===== config.mk =====
export PLATFORM = sky130hd
export DESIGN_NAME = alu_share_ctrl_flat
export DESIGN_NICKNAME = d
export VERILOG_FILES = /design/src/rtl/alu_share_ctrl_pkg.sv /design/src/rtl/alu_share_ctrl_if.sv /design/src/rtl/alu_share_ctrl_rr_arbiter.sv /design/src/rtl/alu_share_ctrl.sv /design/src/flat_wrapper.sv
export SDC_FILE = /design/constraint.sdc
export NUM_CORES = 1
export LEC_CHECK = 0
export ABC_AREA = 1
export CORE_ASPECT_RATIO = 0.9
export CORE_MARGIN = 2
export CORE_UTILIZATION = 47
export CTS_CLUSTER_SIZE = 20
export DETAILED_ROUTE_END_ITERATION = 12
export GPL_TIMING_DRIVEN = 0
export PLACE_DENSITY_LB_ADDON = 0.3
export SLEW_MARGIN = 20
export SYNTH_ARGS = -nofsm -noshare
export SYNTH_HDL_FRONTEND = slang
export SYNTH_HIERARCHICAL = 1
export SYNTH_SLANG_ARGS = --single-unit

===== constraint.sdc =====
create_clock -name clk -period 4.3 [get_ports clk]
set_input_delay 0.86 -clock clk [delete_from_list [all_inputs] [get_ports clk]]
set_output_delay 0.86 -clock clk [all_outputs]
set_load 0.01 [all_outputs]

===== src/rtl/alu_share_ctrl_pkg.sv =====
// Shared constants for the ALU-sharing controller: field widths, flag bit
// positions and FSM state encodings.
package alu_share_ctrl_pkg;

  localparam int OP_W   = 2;
  localparam int FLAG_W = 4;

  // Flag vector layout is {cout, overflow, zero, negative}.
  localparam int FLAG_COUT = 3;
  localparam int FLAG_OVF  = 2;
  localparam int FLAG_ZERO = 1;
  localparam int FLAG_NEG  = 0;

  localparam logic [1:0] ST_IDLE = 2'd0;
  localparam logic [1:0] ST_EXEC = 2'd1;
  localparam logic [1:0] ST_RESP = 2'd2;

endpackage


===== src/rtl/alu_share_ctrl_if.sv =====
// Request/response bus between the requesters/consumer (master) and the
// ALU-sharing controller (slave).
interface alu_share_ctrl_if #(
  parameter int N_REQ = 4,
  parameter int WIDTH = 5
) ();
  localparam int ID_W = (N_REQ > 1) ? $clog2(N_REQ) : 1;

  logic [N_REQ-1:0]                          req_valid;
  logic [N_REQ-1:0]                          req_ready;
  logic [alu_share_ctrl_pkg::OP_W*N_REQ-1:0] req_op;
  logic [WIDTH*N_REQ-1:0]                    req_x;
  logic [WIDTH*N_REQ-1:0]                    req_y;

  logic                                      rsp_valid;
  logic                                      rsp_ready;
  logic [ID_W-1:0]                           rsp_id;
  logic [WIDTH-1:0]                          rsp_f;
  logic [alu_share_ctrl_pkg::FLAG_W-1:0]     rsp_flags;

  modport master (
    output req_valid, req_op, req_x, req_y, rsp_ready,
    input  req_ready, rsp_valid, rsp_id, rsp_f, rsp_flags
  );

  modport slave (
    input  req_valid, req_op, req_x, req_y, rsp_ready,
    output req_ready, rsp_valid, rsp_id, rsp_f, rsp_flags
  );

endinterface


===== src/rtl/alu_share_ctrl_rr_arbiter.sv =====
// Combinational round-robin arbiter: searches upward from ptr with wrap and
// returns a one-hot grant plus its encoded index. The pointer is held by the caller.
module rr_arbiter #(
  parameter int N_REQ = 4,
  localparam int ID_W = (N_REQ > 1) ? $clog2(N_REQ) : 1
) (
  input  logic [N_REQ-1:0] req,
  input  logic [ID_W-1:0]  ptr,
  input  logic             en,
  output logic [N_REQ-1:0] gnt,
  output logic [ID_W-1:0]  gnt_idx,
  output logic             gnt_any
);

  always_comb begin
    int idx;
    gnt     = '0;
    gnt_idx = '0;
    gnt_any = 1'b0;
    idx     = 0;
    for (int k = 0; k < N_REQ; k++) begin
      idx = int'(ptr) + k;
      if (idx >= N_REQ) idx = idx - N_REQ;
      if (en && !gnt_any && req[idx]) begin
        gnt_any      = 1'b1;
        gnt[idx]     = 1'b1;
        gnt_idx      = ID_W'(idx);
      end
    end
  end

endmodule


===== src/rtl/alu_share_ctrl.sv =====
// Time-shares one external combinational ALU among N_REQ requesters:
// round-robin grant, one-cycle execute, registered result held until accepted.
module alu_share_ctrl
  import alu_share_ctrl_pkg::*;
#(
  parameter int N_REQ = 4,
  parameter int WIDTH = 5,
  parameter int CNT_W = 16
) (
  input  logic              clk,
  input  logic              rst_n,
  alu_share_ctrl_if.slave   bus,
  output logic [OP_W-1:0]   alu_s,
  output logic [WIDTH-1:0]  alu_x,
  output logic [WIDTH-1:0]  alu_y,
  input  logic [WIDTH-1:0]  alu_f,
  input  logic [FLAG_W-1:0] alu_flags,
  output logic [CNT_W-1:0]  ops_done
);

  localparam int ID_W = (N_REQ > 1) ? $clog2(N_REQ) : 1;

  logic [1:0]        state_q, state_d;
  logic [ID_W-1:0]   ptr_q, ptr_d;
  logic [OP_W-1:0]   op_q, op_d;
  logic [WIDTH-1:0]  x_q, x_d;
  logic [WIDTH-1:0]  y_q, y_d;
  logic [ID_W-1:0]   id_q, id_d;
  logic [WIDTH-1:0]  f_q, f_d;
  logic [FLAG_W-1:0] flags_q, flags_d;
  logic [CNT_W-1:0]  cnt_q, cnt_d;

  logic              arb_en;
  logic [N_REQ-1:0]  gnt;
  logic [ID_W-1:0]   gnt_idx;
  logic              gnt_any;

  // Gating with rst_n keeps req_ready low while reset is held.
  assign arb_en = rst_n && (state_q == ST_IDLE);

  rr_arbiter #(.N_REQ(N_REQ)) u_arb (
    .req     (bus.req_valid),
    .ptr     (ptr_q),
    .en      (arb_en),
    .gnt     (gnt),
    .gnt_idx (gnt_idx),
    .gnt_any (gnt_any)
  );

  assign bus.req_ready = gnt;
  assign bus.rsp_valid = (state_q == ST_RESP);
  assign bus.rsp_id    = id_q;
  assign bus.rsp_f     = f_q;
  assign bus.rsp_flags = flags_q;
  assign alu_s         = op_q;
  assign alu_x         = x_q;
  assign alu_y         = y_q;
  assign ops_done      = cnt_q;

  always_comb begin
    // NOTE: every variable gets its hold value first so no path infers a latch.
    state_d = state_q;
    ptr_d   = ptr_q;
    op_d    = op_q;
    x_d     = x_q;
    y_d     = y_q;
    id_d    = id_q;
    f_d     = f_q;
    flags_d = flags_q;
    cnt_d   = cnt_q;
    case (state_q)
      ST_IDLE: begin
        if (gnt_any) begin
          for (int i = 0; i < N_REQ; i++) begin
            if (gnt[i]) begin
              op_d = bus.req_op[i*OP_W +: OP_W];
              x_d  = bus.req_x[i*WIDTH +: WIDTH];
              y_d  = bus.req_y[i*WIDTH +: WIDTH];
            end
          end
          id_d    = gnt_idx;
          ptr_d   = (gnt_idx == ID_W'(N_REQ - 1)) ? '0 : gnt_idx + 1'b1;
          state_d = ST_EXEC;
        end
      end
      ST_EXEC: begin
        f_d     = alu_f;
        flags_d = alu_flags;
        state_d = ST_RESP;
      end
      ST_RESP: begin
        if (bus.rsp_ready) begin
          cnt_d   = cnt_q + 1'b1;
          state_d = ST_IDLE;
        end
      end
      default: state_d = ST_IDLE;
    endcase
  end

  always_ff @(posedge clk) begin
    if (!rst_n) begin
      // NOTE: sequential state uses non-blocking assignments only.
      state_q <= ST_IDLE;
      ptr_q   <= '0;
      op_q    <= '0;
      x_q     <= '0;
      y_q     <= '0;
      id_q    <= '0;
      f_q     <= '0;
      flags_q <= '0;
      cnt_q   <= '0;
    end else begin
      state_q <= state_d;
      ptr_q   <= ptr_d;
      op_q    <= op_d;
      x_q     <= x_d;
      y_q     <= y_d;
      id_q    <= id_d;
      f_q     <= f_d;
      flags_q <= flags_d;
      cnt_q   <= cnt_d;
    end
  end

endmodule

===== src/flat_wrapper.sv =====
// flat-port wrapper written by rule: the top's interface ports become plain ports
module alu_share_ctrl_flat import alu_share_ctrl_pkg::*;
#(
  parameter int N_REQ = 4,
  parameter int WIDTH = 5,
  parameter int CNT_W = 16
)
  (clk, rst_n, alu_s, alu_x, alu_y, alu_f, alu_flags, ops_done, bus_req_valid, bus_req_op, bus_req_x, bus_req_y, bus_rsp_ready, bus_req_ready, bus_rsp_valid, bus_rsp_id, bus_rsp_f, bus_rsp_flags);
  alu_share_ctrl_if #(.N_REQ(N_REQ), .WIDTH(WIDTH)) bus_i ();
  input  logic clk;
  input  logic rst_n;
  output logic [OP_W-1:0] alu_s;
  output logic [WIDTH-1:0] alu_x;
  output logic [WIDTH-1:0] alu_y;
  input  logic [WIDTH-1:0] alu_f;
  input  logic [FLAG_W-1:0] alu_flags;
  output logic [CNT_W-1:0] ops_done;
  input wire logic [$bits(bus_i.req_valid)-1:0] bus_req_valid;
  input wire logic [$bits(bus_i.req_op)-1:0] bus_req_op;
  input wire logic [$bits(bus_i.req_x)-1:0] bus_req_x;
  input wire logic [$bits(bus_i.req_y)-1:0] bus_req_y;
  input wire logic [$bits(bus_i.rsp_ready)-1:0] bus_rsp_ready;
  output wire logic [$bits(bus_i.req_ready)-1:0] bus_req_ready;
  output wire logic [$bits(bus_i.rsp_valid)-1:0] bus_rsp_valid;
  output wire logic [$bits(bus_i.rsp_id)-1:0] bus_rsp_id;
  output wire logic [$bits(bus_i.rsp_f)-1:0] bus_rsp_f;
  output wire logic [$bits(bus_i.rsp_flags)-1:0] bus_rsp_flags;
  assign bus_i.req_valid = bus_req_valid;
  assign bus_i.req_op = bus_req_op;
  assign bus_i.req_x = bus_req_x;
  assign bus_i.req_y = bus_req_y;
  assign bus_i.rsp_ready = bus_rsp_ready;
  assign bus_req_ready = bus_i.req_ready;
  assign bus_rsp_valid = bus_i.rsp_valid;
  assign bus_rsp_id = bus_i.rsp_id;
  assign bus_rsp_f = bus_i.rsp_f;
  assign bus_rsp_flags = bus_i.rsp_flags;
  alu_share_ctrl #(.N_REQ(N_REQ), .WIDTH(WIDTH), .CNT_W(CNT_W)) u_core (.clk(clk), .rst_n(rst_n), .bus(bus_i), .alu_s(alu_s), .alu_x(alu_x), .alu_y(alu_y), .alu_f(alu_f), .alu_flags(alu_flags), .ops_done(ops_done));
endmodule

Yosys cells after proc, flatten, opt, wreduce, memory -nomap -nowiden --
Index checks and enable logic that the tools add are counted.
Storage, ports and cells: flip-flop bits (word level) 43, output and inout bits 44
Operators by class: add/subtract/negate cells 9, $lt $le $gt $ge 12, equal/unequal tests 5, muxes and demuxes 52, bitwise gates (word level) 3, reduce and logical (&&, ||, !) cells 21
Operators with widths (number):
- greater-or-equal comparator 32 x 1 -> 1 bit (second input constant) | 4
- less-than comparator 32 x 4 -> 1 bit (second input constant) | 4
- two-way mux 32 bit | 4
- two-way mux 5 bit | 8
- two-way mux 2 bit | 11
- adder 16 x 1 -> 16 bit (second input constant) | 1
- two-way mux 1 bit | 16
- two-way mux 4 bit | 4
- logical AND 1 bit | 12
- OR 4 bit | 3
- subtractor 3 x 3 -> 4 bit (second input constant) | 3
- greater-or-equal comparator 3 bit (second input constant) | 3
- binary-select mux 1 bit (select 2 bit) | 4
- demux 1 bit (select 2 bit) | 4
- adder 2 x 2 -> 3 bit (second input constant) | 2
- one-hot mux 2 bit (3 select lines) | 1
- AND reduction 2 bit | 3
- equality test 2 bit (second input constant) | 2
- nonzero test 4 bit | 1
- subtractor 2 x 3 -> 4 bit (second input constant) | 1
- adder 2 x 1 -> 3 bit (second input constant) | 1
- greater-or-equal comparator 2 x 3 -> 1 bit (second input constant) | 1
- zero test 1 bit | 3
- AND reduction 3 bit | 1
- other kinds (5) | 5

Longest topological paths before layout --
Gate-level depths: netlist (run 1).
depth after elaboration 23, gate-level depth with buffers 16, mapped depth without buffers 15

By module --
The synthesis (run 1) kept the hierarchy.
By module, submodules not included:
- alu_share_ctrl | instances 1, cells each 310, area an instance 2160.8 um2, seq. area each 860.8 um2
- rr_arbiter | instances 1, cells each 91, area an instance 546.8 um2, seq. area each 0.0 um2

Worst setup path before layout (run 1) --
No wires, ideal clock.
kind input port to output port, start input rst_n, end output bus_req_ready[3], data arrival time 2312 ps, data required time 3440 ps, setup slack 1128 ps, stages 7, cells stage by stage inv_1 > clkbuf_1 > nor3_1 > nand2_1 > nor2_1 > nand4_1 > nand2_1
On the way: cells in the longest elaborated chain, start to end 15, elaborated cells between the ends (all ways) 21, those cells by class mux: 7; bitwise: 3; reduce/logical: 11
RTL lines:
- start, declared | line flat_wrapper.sv:11 | input logic rst_n;
- logical AND 1 bit * | line alu_share_ctrl.sv:39 | assign arb_en = rst_n && (state_q == ST_IDLE);
- named net u_core.arb_en | line alu_share_ctrl.sv:33 | logic arb_en;
- logical AND 1 bit | line alu_share_ctrl_rr_arbiter.sv:24 | if (en && !gnt_any && req[idx]) begin
- two-way mux 1 bit | line alu_share_ctrl_rr_arbiter.sv:24
- zero test 1 bit | line alu_share_ctrl_rr_arbiter.sv:24
- logical AND 1 bit (2 in a row) | line alu_share_ctrl_rr_arbiter.sv:24
- two-way mux 1 bit | line alu_share_ctrl_rr_arbiter.sv:24
- zero test 1 bit | line alu_share_ctrl_rr_arbiter.sv:24
- logical AND 1 bit (2 in a row) | line alu_share_ctrl_rr_arbiter.sv:24
- two-way mux 1 bit | line alu_share_ctrl_rr_arbiter.sv:24
- zero test 1 bit | line alu_share_ctrl_rr_arbiter.sv:24
- logical AND 1 bit (2 in a row) | line alu_share_ctrl_rr_arbiter.sv:24
- two-way mux 4 bit * | line alu_share_ctrl_rr_arbiter.sv:24
- end, declared | line flat_wrapper.sv:23 | output wire logic [$bits(bus_i.req_ready)-1:0] bus_req_ready;
Mark *: on every way through the listed nets, which the timed path passes. The rest lies on a longest branch.

Worst setup path in the final report (run 1) --
start input rst_n, end output bus_req_ready[1]
Same word-level chain as after synthesis.

==> impl_metrics.yaml, run 1 <==
outcome:
  outcome: "finished clean"
clocking:
  cts.sinks: 43
  cts_inserted_buffers: 5
  clk_pin_slew_ns: 0.08
  h-tree-depth: 2
  cts_tree: "built"
  clk_path_buf_depth: 2
  cts-root-buf: "clkbuf_8"
  worstSkewPairLatency_ns: 0.30
  cts_hold_buf: 0
finish:
  fillers: 478
  layout.cells.non_filler: 587
  area_growth_pct: 47.4
  utilization_pct: 70.9
  diodes: 0
  final_cell_mix: "clkdlybuf4s50_1 (107), nor2_1 (85), nand2_1 (78), dfxtp_1 (43), o21ai_0 (36)"
  final_common_cell: "clkdlybuf4s50_1"
  layout-drive-gt1-share_pct: 10.1
  nets: 590
critical_path:
  critPathKind: "in -> out"
  cp.required_ns: 3.44
  reg2reg_slack_ns: 1.14
  arrival_ns: 3.26
  crit_path_max_incr_delay_ns: 0.63
  cp_cell_sequence: "clkdlybuf4s50_1 > clkinvlp_4 > nor3_4 > buf_4 > nand2_1 > inv_2 > nand4_1 > nand2_1 > nor2_1 > nand2_1 > clkdlybuf4s50_1"
  critPathLaunchType: "input port"
  worst-path-buf-inv: 5
  cp_slowest_cell: "clkdlybuf4s50_1"
  crit_top_cell: "nand2_1"
  critPathMaxFanout: 6
  endpoint_kind: "output port"
  crit_family: "buffers and inverters"
yosys:
  syn_avg_cell_area_um2: 6.75
  seq_area_frac_synth_pct: 31.8
  synth_area_mm2: 0.00271
  synth_edf_count: 0
  ys_warn_count: 6
  synthArstFlopShare_pct: 0
  syn_inst: 401
  syn-num-nets: 474
  ys_ff_latch: 43
  postSynth.topFlopCell: "dfxtp_1"
  synthDistinctLibCells: 31
global_route:
  overflow: 0
  gr-usage-all-layers_pct: 24.6
  grt_max_degree: 13
  grt_pass1_vias: 3103
  antenna_found_initial: 0
  grt_pass1_wl_mm: 13.2
timing:
  hold_viol_final: 0
  slew_headroom_pct: 55.5
  worst_pin_slew_ns: 0.664
  slew_viol_final: 0
  max_clock_freq_mhz: 243
  min_period_ns: 4.12
  skew_ns: 0.00861
  fin_crit_sh_pct: 95.9
  setup_viol: 0
  grt_setup_unrepaired: "no"
placed_design:
  io_buffer_count: 107
  gp_congestion: 0.923
  hpwl_mm: 5.86
  dp_cells: 578
floorplan:
  dieArea_mm2: 0.00638
  die_h_um: 76.0
  core_mm2: 0.00563
  start_util_pct: 48.1
  die_w_um: 84.0
  rows: 26
  io_pins: 108
min_path:
  hold_path_class: "reg -> reg"
detailed_routing:
  via_per_inst: 5.18
  first_pass_iters: 4
  drtAntennaViolNets: 0
  drt_iter0_drc: 98
  vias: 3039
  wl_mm: 7.52
  post_drt_wl_per_cell_um: 12.8
  drc: 0
pwr:
  p_int_mw: 1.14
  clockPowerShare_pct: 12.8
  power_frac_comb_pct: 60.7
  p_per_area_mw_per_mm2: 518
  swShare_pct: 44.7
  leakage_nw: 1.62
  p_sw_mw: 0.923
  sequentialPowerShare_pct: 26.5
  vdd_drop_max_v: 0.000327
  p_total_mw: 2.07
flow_run:
  drv_cap: 0
==> flip-flops by register name, summed over array words and instances (netlist names) <==
| signal | flops |
|---|---|
| u_core/ops_done | 16 |
| u_core/alu_s | 2 |
| u_core/bus.rsp_id | 2 |
| u_core/state_q | 2 |
| u_core/alu_y | 5 |
| u_core/bus.rsp_flags | 4 |
| u_core/bus.rsp_f | 5 |
| u_core/ptr_q | 2 |
| u_core/alu_x | 5 |
==> per-stage QoR <==
step           hold WS [ns]  setup slack (ns)  TNS [ns]  cell area [µm²]
3_5_place_dp          0.476            -0.600     -2.87             3870
6_report              0.487             0.177         0             3990
2_1_floorplan         0.508              1.13         0             2710
3_3_place_gp          0.468            -0.560     -2.04             3870
5_1_grt               0.517            0.0165         0             3990
4_1_cts               0.494            0.0816         0             3980
==> cell families after synthesis <==
logic type                 after synthesis  synth area share [%]
DFF                                     43                  31.8
xor gates and xnor gates                 1                 0.324
buffers and inverters                   49                  7.53
and+or+nand+nor                        222                  39.0
adders and majority gates                9                  4.16
AOI/OAI and AO/OA                       77                  17.1
==> metal layers <==
metal	wire length (µm)	vias to the layer above	track usage (%)
met4	122	0	8.39
met2	3490	99	42.1
met3	563	13	7.69
li1	-	1551	-
met1	3350	1376	29.1
met5	0	-	0
==> power groups by stage <==
stage | clock network (mW) | logic [mW] | registers, mW
after floorplan | 0 | 0.793 | 0.573
after global placement | 0 | 1.19 | 0.547
after detailed placement | 0 | 1.23 | 0.549
after CTS | 0.264 | 1.25 | 0.546
after global routing | 0.277 | 1.40 | 0.560
final | 0.263 | 1.25 | 0.548
==> area by class of cell <==
cell class	instances	area, µm²	area share, %
clock buffers	6	82.6	2.07
repair buffers	110	1090	27.4
clock inverters	1	5.00	0.125
multi-input cells	309	1660	41.5
flip-flops and latches	43	861	21.6
inverters	38	146	3.67
well taps	70	87.6	2.20
plain buffers	10	57.6	1.44
==> worst min-delay path, cell delays in order (launching register included) <==
cell and delay, ns:
dfxtp_1 0.33, nor2_1 0.05, nor2_1 0.08
==> synth_stat cells, types with 2 or more instances <==
| cell type | instances | area share, % |
|---|---|---|
| nor2_1 | 86 | 12 |
| nand2_1 | 78 | 11 |
| dfxtp_1 | 43 | 32 |
| o21ai_0 | 36 | 6.7 |
| inv_1 | 30 | 4.2 |
| nand4_1 | 14 | 3.2 |
| nand3_1 | 13 | 2.4 |
| a22oi_1 | 11 | 3.0 |
| o21a_1 | 11 | 3.0 |
| a21oi_1 | 9 | 1.7 |
| ha_1 | 9 | 4.2 |
| inv_2 | 8 | 1.1 |
| nor3_1 | 6 | 1.1 |
| o21ai_1 | 6 | 1.1 |
| nand2_2 | 5 | 1.2 |
| nor3_2 | 5 | 1.8 |
| buf_2 | 4 | 0.74 |
| clkbuf_1 | 4 | 0.55 |
| nand3_4 | 4 | 2.6 |
| nor2_4 | 4 | 1.7 |
| nand3_2 | 3 | 1.1 |
| buf_4 | 2 | 0.55 |
| nand3b_1 | 2 | 0.55 |
==> timing repair <==
action,4_1_cts,5_1_grt
gates cloned,0,0
resized for setup,3,1
hold endpoints to repair,0,0
endpoints found under the setup margin,4,3
pin swaps,1,0
buffers inserted,2,1
==> final timing paths <==
kind / from / endpoint / depth (start not counted)
setup reg to reg: u_core/ptr_q[1] / u_core/alu_x[2] / 16
hold reg to reg: u_core/bus.rsp_id[0] / u_core/bus.rsp_id[0] / 2
hold / removal: u_core/bus.rsp_id[0] / u_core/bus.rsp_id[0] / 2
setup / recovery: rst_n / bus_req_ready[1] / 11
No activity file was read; power rests on OpenSTA's default activity.
==> run 2, diff against run 1 <==
--- a/config.mk
+++ b/config.mk
@@ -7,7 +7,6 @@
 export LEC_CHECK = 0
 export ABC_AREA = 1
 export CORE_ASPECT_RATIO = 0.9
-export CORE_MARGIN = 2
 export CORE_UTILIZATION = 47
 export CTS_CLUSTER_SIZE = 20
 export DETAILED_ROUTE_END_ITERATION = 12
==> run 2 against run 1 <==
  * Global-route usage up 1.1 points
  * Non-clock buffer count unchanged
  * Largest power group unchanged
  * Critical endpoint unchanged
  * Worst setup slack better by 0.26 ns
  * First-iteration DRC count up 45%
==> impl_metrics.yaml, run 2 (synthesis results as in run 1) <==
global_route:
  grt_pass1_vias: 2829
  antenna_found_initial: 0
  grt_pass1_wl_mm: 12.1
  grt_max_degree: 14
  overflow: 0
  gr-usage-all-layers_pct: 25.6
clocking:
  cts-root-buf: "clkbuf_8"
  cts_hold_buf: 0
  cts_tree: "built"
  clk_pin_slew_ns: 0.08
  cts_inserted_buffers: 5
  worstSkewPairLatency_ns: 0.30
  h-tree-depth: 2
  cts.sinks: 43
  clk_path_buf_depth: 2
finish:
  largest_reg_flops: 16
  diodes: 0
  utilization_pct: 73.8
  area_growth_pct: 47.4
  final_common_cell: "clkdlybuf4s50_1"
  layout.cells.non_filler: 585
  postLayoutCellArea_mm2: 0.00399
  nets: 590
  layout-drive-gt1-share_pct: 10.0
  final_cell_mix: "clkdlybuf4s50_1 (106), nor2_1 (85), nand2_1 (78), dfxtp_1 (43), o21ai_0 (36)"
floorplan:
  rows: 25
  io_pins: 108
  core_mm2: 0.00541
  start_util_pct: 50.0
  die_w_um: 82.0
  dieArea_mm2: 0.00607
  die_h_um: 74.0
critical_path:
  cp.required_ns: 3.44
  critPathMaxFanout: 11
  crit_family: "buffers and inverters"
  arrival_ns: 3.00
  endpoint_kind: "output port"
  critPathLaunchType: "flop"
  crit_path_max_incr_delay_ns: 0.59
  cp_cell_sequence: "inv_1 > ha_1 > inv_1 > nand3_4 > nand2_1 > nand3_4 > nor3_2 > nor2_1 > nand2_1 > clkdlybuf4s50_1"
  worst-path-buf-inv: 3
  cp.depth: 10
  rr_worst_depth: 16
  critPathKind: "reg -> out"
  cp_slowest_cell: "dfxtp_1"
flow_run:
  drv_cap: 0
outcome:
  outcome: "finished clean"
pwr:
  p_per_area_mw_per_mm2: 513
  vdd_drop_max_v: 0.000331
  leakage_nw: 1.62
timing:
  fin_crit_sh_pct: 89.7
  min_period_ns: 3.86
  holdWs_ns: 0.492
  worst_slack_ns: 0.441
  slew_viol_final: 0
  setup_viol: 0
  worst_pin_slew_ns: 0.646
  hold_viol_final: 0
  grt_setup_unrepaired: "no"
  skew_ns: 0.00702
  max_clock_freq_mhz: 259
  slew_headroom_pct: 56.8
detailed_routing:
  via_per_inst: 5.24
  route.top_layer_used: "met4"
  met3_wirelength_um: 627
  wl_met1_mm: 3.26
  first_pass_iters: 5
  vias: 3068
  drt_iter0_drc: 142
  post_drt_wl_per_cell_um: 12.9
  met2_length_mm: 3.55
  wl_mm: 7.54
  drc: 0
  drtAntennaViolNets: 0
placed_design:
  dp_cells: 575
  post-place-ws_ns: -0.594
  hpwl_mm: 5.70
  place_area_mm2: 0.00386
  io_buffer_count: 107
  gp_congestion: 0.890
min_path:
  hold_depth: 2
  hold_path_class: "reg -> reg"
==> run 2: cell types whose count changed in the layout (fill, tap and decap cells not counted), sizes merged <==
cell	delta
clkdlybuf4s50	-1
clkinvlp	+1
dlymetal6s2s	+1
==> run 2: power breakdown <==
group,switching [mW],internal [mW]
combinational,0.721,0.532
clock,0.134,0.113
sequential,0.0643,0.482
==> run 2: area by class of cell <==
class,count,area (µm²)
tap,67,83.8
multi-input combinational,309,1660
buffer,10,57.6
sequential,43,861
fill,434,1420
timing repair buffer,110,1100
clock buffer,6,72.6
clock inverter,2,12.5
inverter,38,146
==> run 2: path summary, 6_finish.rpt <==
kind                              from  slack [ns]              endpoint
hold reg to reg   u_core/bus.rsp_id[1]        0.49  u_core/bus.rsp_id[1]
setup / recovery       u_core/ptr_q[1]        0.44      bus_req_ready[1]
hold / removal    u_core/bus.rsp_id[1]        0.49  u_core/bus.rsp_id[1]
setup reg to reg       u_core/ptr_q[1]        1.26       u_core/alu_x[2]
==> run 2: timing repair <==
action	in CTS	in global routing
gates cloned	0	0
setup buffers	1	2
resized for setup	3	3
pin swaps	1	0
endpoints found under the setup margin	4	3
==> run 2: worst register-to-register path: cells and delay by family, from the launching register on <==
family | cells | cell delay [ns]
buffers and inverters | 4 | 0.75
adders and majority gates | 1 | 0.36
AOI/OAI and AO/OA | 2 | 0.24
DFF | 1 | 0.59
and+or+nand+nor | 9 | 1.00
==> run 2: stage by stage <==
| step | TNS [ns] | power [mW] |
|---|---|---|
| 6_report | 0 | 2.05 |
| 5_1_grt | 0 | 2.22 |
| 4_1_cts | 0 | 2.04 |
| 3_5_place_dp | -2.49 | 1.77 |
| 3_3_place_gp | -1.89 | 1.74 |
| 2_1_floorplan | 0 | 1.37 |
==> run 2: routing by layer <==
metal | GRT usage, % | up-vias
li1 | - | 1553
met1 | 31.4 | 1391
met2 | 42.9 | 114
met3 | 7.12 | 10
met4 | 9.55 | 0
met5 | 0 | -
